--- src/rtl/lcd_pkg.sv ---
`default_nettype none
// ============================================================================
// Module      : lcd_pkg
// Description : Shared constants, opcode masks, FSM encoding and cursor helper
//               for the HD44780-style LCD bus monitor.
// Revision    : 1.0 - initial release
// ============================================================================
package lcd_pkg;

   // Instruction opcode masks; the highest set bit selects the instruction
   localparam logic [7:0] OP_CLR   = 8'h01;
   localparam logic [7:0] OP_HOME  = 8'h02;
   localparam logic [7:0] OP_ENTRY = 8'h04;
   localparam logic [7:0] OP_DISP  = 8'h08;
   localparam logic [7:0] OP_SHIFT = 8'h10;
   localparam logic [7:0] OP_FUNC  = 8'h20;
   localparam logic [7:0] OP_CGRAM = 8'h40;
   localparam logic [7:0] OP_DDRAM = 8'h80;

   // DDRAM base address of each display line
   localparam logic [7:0] LINE0_BASE = 8'h00;
   localparam logic [7:0] LINE1_BASE = 8'h40;

   // Display geometry and fill character
   localparam int         LCD_LINE_LEN   = 16;
   localparam int         NUM_ENTRIES    = 32;
   localparam logic [7:0] LCD_CLEAR_CHAR = 8'h20;

   // Monitor FSM encoding
   typedef enum logic [0:0] {
      ST_IDLE  = 1'b0,
      ST_CLEAR = 1'b1
   } lcd_state_t;

   // Move the cursor one place; the 5-bit wrap gives 15->16, 31->0, 0->31, 16->15
   function automatic logic [4:0] step_cursor(input logic [4:0] cur, input logic inc);
      return inc ? (cur + 5'd1) : (cur - 5'd1);
   endfunction

endpackage
`default_nettype wire

--- src/rtl/lcd_bus_sampler.sv ---
`default_nettype none
// ============================================================================
// Module      : lcd_bus_sampler
// Description : Registers the LCD bus, measures E high time and emits a
//               one-cycle transfer pulse after the registered E falls.
// Revision    : 1.0 - initial release
// ============================================================================
module lcd_bus_sampler #(
   parameter int MIN_E_HIGH = 2
) (
   input  logic       clk,
   input  logic       rst,          // asynchronous, active-low
   input  logic       i_lcd_rs,
   input  logic       i_lcd_rw,
   input  logic       i_lcd_e,
   input  logic [7:0] i_lcd_data,
   output logic       o_xfer,
   output logic       o_rs,
   output logic       o_rw,
   output logic [7:0] o_data,
   output logic       o_too_short
);

   localparam logic [7:0] c_min_high = 8'(MIN_E_HIGH);

   logic       r_rs;
   logic       r_rw;
   logic       r_e;
   logic [7:0] r_data;
   logic       r_e_q;
   logic       r_cap_rs;
   logic       r_cap_rw;
   logic [7:0] r_cap_data;
   logic [7:0] r_high_cnt;

   // Single input register stage on the asynchronous bus
   always_ff @(posedge clk or negedge rst) begin
      if (!rst) begin
         r_rs   <= 1'b0;
         r_rw   <= 1'b0;
         r_e    <= 1'b0;
         r_data <= 8'h00;
      end else begin
         r_rs   <= i_lcd_rs;
         r_rw   <= i_lcd_rw;
         r_e    <= i_lcd_e;
         r_data <= i_lcd_data;
      end
   end

   // Track E history, hold the last E-high bus values and count high time
   always_ff @(posedge clk or negedge rst) begin
      if (!rst) begin
         r_e_q      <= 1'b0;
         r_cap_rs   <= 1'b0;
         r_cap_rw   <= 1'b0;
         r_cap_data <= 8'h00;
         r_high_cnt <= 8'h00;
      end else begin
         r_e_q <= r_e;
         if (r_e) begin
            r_cap_rs   <= r_rs;
            r_cap_rw   <= r_rw;
            r_cap_data <= r_data;
            if (r_high_cnt != 8'hFF) begin
               r_high_cnt <= r_high_cnt + 8'd1;
            end
         end else begin
            r_high_cnt <= 8'h00;
         end
      end
   end

   // The counter still holds the full high time on the falling-edge cycle
   assign o_xfer      = r_e_q & ~r_e;
   assign o_rs        = r_cap_rs;
   assign o_rw        = r_cap_rw;
   assign o_data      = r_cap_data;
   assign o_too_short = (r_high_cnt < c_min_high);

endmodule
`default_nettype wire

--- src/rtl/lcd_bus_monitor.sv ---
`default_nettype none
// ============================================================================
// Module      : lcd_bus_monitor
// Description : HD44780-style bus responder keeping a 32-character shadow of
//               the 16x2 display plus cursor and display-control state.
// Revision    : 1.0 - initial release
// ============================================================================
module lcd_bus_monitor
   import lcd_pkg::*;
#(
   parameter int         MIN_E_HIGH = 2,
   parameter logic [7:0] CLEAR_CHAR = LCD_CLEAR_CHAR,
   parameter int         LINE_LEN   = LCD_LINE_LEN
) (
   input  logic       clk,
   input  logic       rst,          // asynchronous, active-low
   input  logic       i_lcd_rs,
   input  logic       i_lcd_rw,
   input  logic       i_lcd_e,
   input  logic [7:0] i_lcd_data,
   input  logic [4:0] i_rd_index,
   output logic [7:0] o_rd_char,
   output logic [4:0] o_cursor_index,
   output logic       o_addr_valid,
   output logic       o_display_on,
   output logic       o_cursor_on,
   output logic       o_blink_on,
   output logic       o_busy,
   output logic       o_wr_strobe,
   output logic [7:0] o_err_cnt
);

   localparam logic [7:0] c_line_len = 8'(LINE_LEN);

   // Transfer from the sampler
   logic       w_xfer;
   logic       w_x_rs;
   logic       w_x_rw;
   logic [7:0] w_x_data;
   logic       w_too_short;

   // Decode
   logic       w_busy;
   logic       w_xfer_ok;
   logic       w_reject;
   logic       w_instr;
   logic       w_data_wr;
   logic       w_clr_cmd;
   logic [7:0] w_addr8;
   logic       w_in_l0;
   logic       w_in_l1;
   logic [4:0] w_ddr_idx;

   // State
   lcd_state_t r_state;
   lcd_state_t w_state_next;
   logic [4:0] r_clr_ptr;
   logic [4:0] r_cursor;
   logic       r_addr_valid;
   logic       r_id;
   logic       r_disp;
   logic       r_curs;
   logic       r_blink;
   logic       r_cgram;
   logic       r_wr_strobe;
   logic [7:0] r_err_cnt;
   logic [7:0] r_rd_char;
   logic [7:0] r_shadow [NUM_ENTRIES];

   lcd_bus_sampler #(
      .MIN_E_HIGH (MIN_E_HIGH)
   ) u_sampler (
      .clk         (clk),
      .rst         (rst),
      .i_lcd_rs    (i_lcd_rs),
      .i_lcd_rw    (i_lcd_rw),
      .i_lcd_e     (i_lcd_e),
      .i_lcd_data  (i_lcd_data),
      .o_xfer      (w_xfer),
      .o_rs        (w_x_rs),
      .o_rw        (w_x_rw),
      .o_data      (w_x_data),
      .o_too_short (w_too_short)
   );

   assign w_busy    = (r_state == ST_CLEAR);
   assign w_xfer_ok = w_xfer & ~w_too_short & ~w_x_rw & ~w_busy;
   assign w_reject  = w_xfer & ~w_xfer_ok;
   assign w_instr   = w_xfer_ok & ~w_x_rs;
   // Writes into CGRAM or outside the visible window are dropped, not errors
   assign w_data_wr = w_xfer_ok & w_x_rs & r_addr_valid & ~r_cgram;
   assign w_clr_cmd = w_instr & (w_x_data == OP_CLR);

   // DDRAM address to shadow index: line 0 window then line 1 window
   assign w_addr8   = {1'b0, w_x_data[6:0]};
   assign w_in_l0   = (w_addr8 >= LINE0_BASE) && (w_addr8 < (LINE0_BASE + c_line_len));
   assign w_in_l1   = (w_addr8 >= LINE1_BASE) && (w_addr8 < (LINE1_BASE + c_line_len));
   assign w_ddr_idx = w_in_l1 ? 5'(w_addr8 - LINE1_BASE + c_line_len)
                              : 5'(w_addr8 - LINE0_BASE);

   // FSM state register
   always_ff @(posedge clk or negedge rst) begin
      if (!rst) begin
         r_state <= ST_CLEAR;
      end else begin
         r_state <= w_state_next;
      end
   end

   // FSM next state: clear sweeps all entries once, then returns to idle
   always_comb begin
      w_state_next = r_state;
      case (r_state)
         ST_IDLE: begin
            if (w_clr_cmd) begin
               w_state_next = ST_CLEAR;
            end
         end
         ST_CLEAR: begin
            if (r_clr_ptr == 5'(NUM_ENTRIES - 1)) begin
               w_state_next = ST_IDLE;
            end
         end
         default: w_state_next = ST_IDLE;
      endcase
   end

   // Clear pointer advances one entry per busy cycle, parked at 0 otherwise
   always_ff @(posedge clk or negedge rst) begin
      if (!rst) begin
         r_clr_ptr <= 5'd0;
      end else if (w_busy) begin
         r_clr_ptr <= r_clr_ptr + 5'd1;
      end else begin
         r_clr_ptr <= 5'd0;
      end
   end

   // Shadow register file; reset content comes from the clear sweep
   always_ff @(posedge clk) begin
      if (w_busy) begin
         r_shadow[r_clr_ptr] <= CLEAR_CHAR;
      end else if (w_data_wr) begin
         r_shadow[r_cursor] <= w_x_data;
      end
   end

   // Registered shadow readback, valid in every state
   always_ff @(posedge clk or negedge rst) begin
      if (!rst) begin
         r_rd_char <= 8'h00;
      end else begin
         r_rd_char <= r_shadow[i_rd_index];
      end
   end

   // Error counter and write strobe
   always_ff @(posedge clk or negedge rst) begin
      if (!rst) begin
         r_err_cnt   <= 8'h00;
         r_wr_strobe <= 1'b0;
      end else begin
         r_wr_strobe <= w_data_wr;
         if (w_reject && (r_err_cnt != 8'hFF)) begin
            r_err_cnt <= r_err_cnt + 8'd1;
         end
      end
   end

   // Cursor, entry mode and display control; instruction chosen by highest set bit
   always_ff @(posedge clk or negedge rst) begin
      if (!rst) begin
         r_cursor     <= 5'd0;
         r_addr_valid <= 1'b1;
         r_id         <= 1'b1;
         r_disp       <= 1'b0;
         r_curs       <= 1'b0;
         r_blink      <= 1'b0;
         r_cgram      <= 1'b0;
      end else if (w_data_wr) begin
         r_cursor <= step_cursor(r_cursor, r_id);
      end else if (w_instr) begin
         if (|(w_x_data & OP_DDRAM)) begin
            r_cgram <= 1'b0;
            if (w_in_l0 || w_in_l1) begin
               r_cursor     <= w_ddr_idx;
               r_addr_valid <= 1'b1;
            end else begin
               r_addr_valid <= 1'b0;
            end
         end else if (|(w_x_data & OP_CGRAM)) begin
            r_cgram <= 1'b1;
         end else if (|(w_x_data & OP_FUNC)) begin
            r_cgram <= r_cgram;  // function set is accepted without effect
         end else if (|(w_x_data & OP_SHIFT)) begin
            // bit3 = S/C (display shift ignored), bit2 = R/L
            if (!w_x_data[3]) begin
               r_cursor <= step_cursor(r_cursor, w_x_data[2]);
            end
         end else if (|(w_x_data & OP_DISP)) begin
            r_disp  <= w_x_data[2];
            r_curs  <= w_x_data[1];
            r_blink <= w_x_data[0];
         end else if (|(w_x_data & OP_ENTRY)) begin
            r_id <= w_x_data[1];
         end else if (|(w_x_data & OP_HOME)) begin
            r_cursor     <= 5'd0;
            r_addr_valid <= 1'b1;
         end else if (|(w_x_data & OP_CLR)) begin
            // position 0 is always inside the visible window
            r_cursor     <= 5'd0;
            r_addr_valid <= 1'b1;
            r_id         <= 1'b1;
            r_cgram      <= 1'b0;
         end
      end
   end

   assign o_rd_char      = r_rd_char;
   assign o_cursor_index = r_cursor;
   assign o_addr_valid   = r_addr_valid;
   assign o_display_on   = r_disp;
   assign o_cursor_on    = r_curs;
   assign o_blink_on     = r_blink;
   assign o_busy         = w_busy;
   assign o_wr_strobe    = r_wr_strobe;
   assign o_err_cnt      = r_err_cnt;

endmodule
`default_nettype wire
--- config.mk ---
export PLATFORM = sky130hd
export DESIGN_NAME = lcd_bus_monitor
export DESIGN_NICKNAME = d
export VERILOG_FILES = /design/src/rtl/lcd_pkg.sv /design/src/rtl/lcd_bus_sampler.sv /design/src/rtl/lcd_bus_monitor.sv
export SDC_FILE = /design/constraint.sdc
export NUM_CORES = 1
export LEC_CHECK = 0
export CAP_MARGIN = 40
export CORE_MARGIN = 2
export CORE_UTILIZATION = 45
export CTS_CLUSTER_DIAMETER = 150
export DETAILED_ROUTE_END_ITERATION = 6
export GPL_ROUTABILITY_DRIVEN = 0
export PLACE_DENSITY = 0.59
export SLEW_MARGIN = 30
export SYNTH_ARGS = -nofsm -noshare
export SYNTH_HDL_FRONTEND = slang
export SYNTH_SLANG_ARGS = --single-unit
--- constraint.sdc ---
create_clock -name clk -period 3.3 [get_ports clk]
set_clock_uncertainty 0.2 [all_clocks]
set_input_delay 0.33 -clock clk [delete_from_list [all_inputs] [get_ports clk]]
set_output_delay 0.33 -clock clk [all_outputs]
set_load 0.05 [all_outputs]
==> After elaboration in Yosys (flattened, before gate mapping) <==
Memories as Yosys holds them, arrays and structs flattened. A register that Yosys moved wholly into a read port is not among the register bits.
Index checks and enable logic that the tools add are counted.
{ "totals": {"ramBits": 256, "memories": 1, "out_inout_bits": 27, "in_bits": 18, "reg_bits": 56} }
{ "classes": {"n_mux": 48, "order_cmp": 5, "bitwise": 23, "addsub": 7, "eq_ne": 21, "n_reduce_logical": 16} }
{ "memory_table": {"columns": ["name", "depth", "word_bits", "rd", "rd_clocked_by_memory_dff", "wr", "line", "text"], "rows": [
  ["r_shadow", 32, 8, 1, 1, 1, "lcd_bus_monitor.sv:68", "logic [7:0] r_shadow [NUM_ENTRIES];"]
]} }
{ "ops": {"columns": ["cell", "n"], "rows": [
  ["$mux 5", 17],
  ["$mux 1", 27],
  ["$mux 8", 3],
  ["$add 8x1->8 const B", 2],
  ["$ne 8x8->1 const B", 2],
  ["$reduce_and 8->1", 2],
  ["$ne 3x1->1 const B", 5],
  ["$reduce_and 7->1", 2],
  ["$not 1->1", 13],
  ["$ne 2x1->1 const B", 6],
  ["$add 5x1->5 const B", 2],
  ["$and 1x1->1", 10],
  ["$sub 5x1->5 const B", 2],
  ["$ne 3x2->1 const B", 3],
  ["$reduce_and 9->1", 1],
  ["$eq 8x1->1 const B", 1],
  ["$lt 8x2->1 const B", 1],
  ["$reduce_or 8->1", 1],
  ["$ge 7x1->1 const B", 1],
  ["$ge 7x7->1 const B", 1],
  ["$lt 7x5->1 const B", 1],
  ["$lt 7x7->1 const B", 1],
  ["$reduce_bool 3->1", 2],
  ["$add 5x5->5 const B", 1],
  ["10 further kinds", 13]
]} }

==> Depth between registers and ports, before layout <==
Gate-level depths: netlist (run 1).
{ "logic_depth": {"depth_word": 13, "depth_mapped": 8, "ltp_nobuf": 7} }

==> By module <==
From an unflattened synthesis (run 1), not the netlist that was laid out.
{ "unflattened": {"cells_unflattened": 703, "area_unflattened_um2": 12953.7} }
{ "modules_own_cells": {"columns": ["module", "instances", "cells_each", "seq_area_each_um2", "area_each_um2"], "rows": [
  ["lcd_bus_monitor", 1, 622, 8541.9, 11831.3],
  ["lcd_bus_sampler", 1, 81, 750.7, 1122.3]
]} }

==> Least setup slack after synthesis (run 1) <==
No wires, ideal clock.
{ "synth_path": {"path_kind": "reg-to-reg", "start": "register r_state (netlist: o_busy)", "end": "memory r_shadow[0][7], data pin", "setup_time_ps": 351, "path_stages_with_launch": 5, "n_path_buf": 1, "t_required_ps": 2749, "t_arrival_ps": 2289, "setup_slack_ps": 460, "cell_sequence": "dfstp_2 or4b_4 a211o_1 buf_2 nor2_1"} }
{ "synth_between": {"elab_chain_len": 10} }
{ "synth_rtl": {"columns": ["item", "line", "text"], "rows": [
  ["start: declaration", "lcd_bus_monitor.sv:55", "lcd_state_t r_state;"],
  ["start signal: assignment", "lcd_bus_monitor.sv:106", "r_state <= w_state_next;"],
  ["$not 1->1", "lcd_bus_monitor.sv:87", "assign w_xfer_ok = w_xfer & ~w_too_short & ~w_x_rw & ~w_busy;"],
  ["$and 1x1->1", "lcd_bus_monitor.sv:87", null],
  ["$and 1x1->1 (3 in series)", "lcd_bus_monitor.sv:91", "assign w_data_wr = w_xfer_ok & w_x_rs & r_addr_valid & ~r_cgram;"],
  ["$mux 1", "lcd_bus_monitor.sv:143", "end else if (w_data_wr) begin"],
  ["$mux 1 *", "lcd_bus_monitor.sv:141", "if (w_busy) begin"],
  ["$mux 1 (not written as such) *", "lcd_bus_monitor.sv:144", "r_shadow[r_cursor] <= w_x_data;"],
  ["$reduce_or 8->1 (no line) *", null, null],
  ["$mux 8 (no line) *", null, null],
  ["end: declaration", "lcd_bus_monitor.sv:68", null]
]} }
Mark *: on every way between the ends. The rest lies on a longest branch, timed or not.

==> Worst setup path after layout (run 1) <==
{ "layout_path": {"start": "register u_sampler.r_e", "end": "memory r_shadow[11][0] (enable)"} }
{ "layout_between": {"elab_chain_len": 13, "elab_cells_between_ends": 14, "classes_between": "mux: 5; bitwise: 8; reduce/logical: 1"} }
{ "layout_rtl": {"columns": ["item", "line", "text"], "rows": [
  ["start: declaration", "lcd_bus_sampler.sv:28", "logic r_e;"],
  ["start signal: assignment", "lcd_bus_sampler.sv:46", "r_e <= i_lcd_e;"],
  ["$not 1->1 *", "lcd_bus_sampler.sv:75", "assign o_xfer = r_e_q & ~r_e;"],
  ["$and 1x1->1 *", "lcd_bus_sampler.sv:75", null],
  ["$and 1x1->1 * (3 in series)", "lcd_bus_monitor.sv:87", null],
  ["$and 1x1->1 * (3 in series)", "lcd_bus_monitor.sv:91", null],
  ["$mux 1 *", "lcd_bus_monitor.sv:143", null],
  ["$mux 1 *", "lcd_bus_monitor.sv:141", null],
  ["$mux 1 (not written as such) *", "lcd_bus_monitor.sv:144", null],
  ["$reduce_or 8->1 (no line)", null, null],
  ["$mux 5 (no line) / $mux 1 (equally long branches)", null, null]
]} }
Marked as above.

==> results of run 1 <==
-- report_power, final --
part | switching [mW] | total (mW) | leakage [nW] | internal (mW)
registers | 0.167 | 4.60 | 3.12 | 4.43
clock network | 1.47 | 3.77 | 0.553 | 2.30
logic | 0.662 | 1.11 | 1.50 | 0.447
-- per-layer routing --
| metal | vias to the layer above | share of wire, % | global-route usage [%] |
|---|---|---|---|
| li1 | 3012 | - | - |
| met1 | 3565 | 43 | 26.3 |
| met2 | 180 | 50 | 32.6 |
| met3 | 40 | 4.6 | 3.00 |
| met4 | 0 | 2.0 | 5.26 |
| met5 | - | 0 | 0 |
-- sequential cells by signal, indices dropped and copies added, names as in the netlist, 5 cells and up --
name,flops
u_sampler.o_data,8
o_rd_char,8
o_cursor_index,5
r_shadow,256
u_sampler.r_data,8
u_sampler.r_high_cnt,8
r_clr_ptr,5
o_err_cnt,8
-- logic make-up after synthesis --
group                    after synthesis
XOR/XNOR                              18
AND/OR/NAND/NOR                      155
adder cells (fa/ha/maj)                6
flip-flops                           320
AO/OA/AOI/OAI                         79
multiplexers                          84
buffers and inverters                 44
-- final cells by class --
class | instances | area share (%)
repair buffers | 97 | 5.83
clock inverters | 10 | 0.740
multi-input cells | 342 | 21.5
inverters | 10 | 0.258
well taps | 378 | 3.14
flip-flops and latches | 320 | 61.7
clock buffers | 51 | 6.77
-- cells in the final DEF (no fill, tap or decap), types with 5 or more instances in the layout --
cell             count
edfxtp_1           256
mux4_2              64
dfrtp_1             61
buf_4               49
nor2_1              48
clkdlybuf4s50_1     41
clkbuf_16           37
o22ai_1             32
nand2_1             27
xnor2_1             15
and2_1              14
mux2_2              14
o21ai_0             13
nor4_1              11
clkbuf_1            10
inv_1                9
and3_1               9
nand4_1              8
nand3_1              6
mux2i_1              6
a31oi_1              6
nor2b_1              6
a21oi_1              6
ha_1                 6
clkinv_2             5
-- how the worst max path moves through the flow --
stage / endpoint / slack (ps)
final: r_shadow[11][0] / 320
after floorplan: r_shadow[0][7] / 460
after global placement: r_shadow[27][7] / 390
after CTS: r_shadow[11][0] / 320
after global routing: r_shadow[11][0] / 120
after detailed placement: r_shadow[11][5] / 310
-- per-stage QoR --
stage,instance area [um^2],worst slack (ps),std cells
floorplan,12700,460,706
global placement,13900,385,1146
detailed placement,13900,306,1146
CTS,15100,322,1208
global route,15100,122,1208
finish,15100,317,1208
==> impl_metrics.yaml, run 1 <==
run_status:
  status: "complete, no violations"
drt:
  dr_total_vias: 6797
  routed_wl_mm: 27.4
  viasPerCell: 5.63
  drt_first_pass_iters: 5
  drc_errors: 0
  detail_route.iter0.violations: 587
  wire_per_inst_um: 22.7
  antenna_left: 0
critical_path:
  crit_type: "reg -> reg"
  cp-start-kind: "flop"
  cp_slowest_cell: "or4b_4"
  critPathRequiredTime_ps: 3240
  critPathArrivalTime_ps: 2930
  critical_path_buf_inv_count: 2
  r2r_slack_ps: 320
  crit_family: "simple AND/OR/NAND/NOR gates"
  reg2reg_depth: 7
  critical-path-max-stage-delay_ps: 560
  critPathMaxFanout: 12
  r2r-start: "u_sampler.r_e"
  setup.worst_path.start: "u_sampler.r_e"
  end_kind: "flop"
  cp.depth: 7
  worstPathCellList: "or4b_4, a211o_1, clkinv_2, buf_4, mux2i_1, nand2_1, nor2_1"
  r2r_end: "r_shadow[11][0]"
floorplan:
  fp.dieW_um: 172
  coreArea_um2: 27800
  start_util_pct: 45.8
  chipHeight_um: 172
  boundaryPins: 45
  die-area_um2: 29600
  num_rows: 61
synthesis:
  syn_nets: 730
  postSynthCellCount: 706
  synthTopCellsByCount: "256 x edfxtp_1, 64 x mux4_2, 61 x dfrtp_1"
  synth_simple_gate_area_share_pct: 6.38
  netlist-cell-type-count: 55
  synth_top_area_share_pct: 60.4
  synth_top_family_by_area: "multiplexers"
  synth_area_leaders: "edfxtp_1 60%, dfrtp_1 12%, mux4_2 11%, o22ai_1 1.6%, nor2_1 1.4%"
  synth.most_common_cell: "edfxtp_1"
  synth_edf_count: 256
  synth_compound_gate_area_share_pct: 4.22
  synth_flop_cell: "edfxtp_1"
  synth_area_per_cell_um2: 18.0
  synth_adder_area_share_pct: 0.590
  muxShareOfSynthArea_pct: 13.0
  yosysTopAreaCell: "edfxtp_1"
  synthXorXnorAreaFrac_pct: 1.24
  ys_ff_latch: 320
  async_reset_ff_share_pct: 20.0
  synth_warnings: 0
  ys_seq_area_share_pct: 73.1
  synth_area_um2: 12700
power_and_ir_drop:
  fin_total_pwr_mw: 9.48
  power_leakage_nw: 5.17
  peakVddDrop_v: 0.000399
  power_density_nw_per_um2: 630
placed_design:
  portBuffers: 44
  place_hpwl_mm: 18.0
grt:
  first_global_vias: 6951
  grt_max_degree: 38
  track_usage_pct: 19.3
  antenna_found_initial: 0
  grt_pass1_wl_mm: 42.2
  overflow: 0
clocking:
  cts_inserted_buffers: 34
  cts_tree: "done"
  postCtsResizedCells: 0
  cts_root_buf: "clkbuf_16"
  cts.sinks: 320
  post-cts-setup-buffers: 0
  clockBufferDepth: 3
  htree_levels: 2
  clock_latency_ps: 510
  hold_buffers: 1
  clk_pin_slew_worst_paths_ps: 60
cells_and_area:
  nNetsFinal: 829
  layout-drive-gt1-share_pct: 23.9
  diodes: 0
  utilization_pct: 54.2
  fill_cells: 2206
  multi_input_area_um2: 3240
  synthToLayoutAreaGrowth_pct: 18.4
  seq_area_um2: 9290
timing:
  fin_crit_sh_pct: 90.4
  fin_worst_hold_slack_ps: 74.6
  post-route-min-period_ps: 2980
  rsz0062_at_grt: "false"
  maxSlewHeadroom_pct: 41.1
  hold_violations: 0
  drv_slew: 0
  fmaxAchievable_mhz: 335
  worstMarginPinSlew_ps: 880
  tns_ps: 0
  setup_viol: 0
min_path:
  min-delay-start: "i_lcd_data[5]"
  min_to: "u_sampler.r_data[5]"
  hold_class: "in -> reg"
  whs_path_depth: 1
run:
  maxCapViolCount: 0
(Power assumes the default switching activity.)
==> run 2: changes to the inputs <==
--- a/config.mk
+++ b/config.mk
@@ -5,7 +5,6 @@
 export SDC_FILE = /design/constraint.sdc
 export NUM_CORES = 1
 export LEC_CHECK = 0
-export CAP_MARGIN = 40
 export CORE_MARGIN = 2
 export CORE_UTILIZATION = 45
 export CTS_CLUSTER_DIAMETER = 150
==> results of run 2 <==
The final DEF is identical to that of run 1; final timing and power are the same.
==> run 3: changes to the inputs <==
--- a/config.mk
+++ b/config.mk
@@ -5,6 +5,7 @@
 export SDC_FILE = /design/constraint.sdc
 export NUM_CORES = 1
 export LEC_CHECK = 0
+export ABC_CLOCK_PERIOD_IN_PS = 3300
 export CORE_MARGIN = 2
 export CORE_UTILIZATION = 45
 export CTS_CLUSTER_DIAMETER = 150
==> results of run 3 <==
The final DEF is identical to that of run 1; final timing and power are the same.
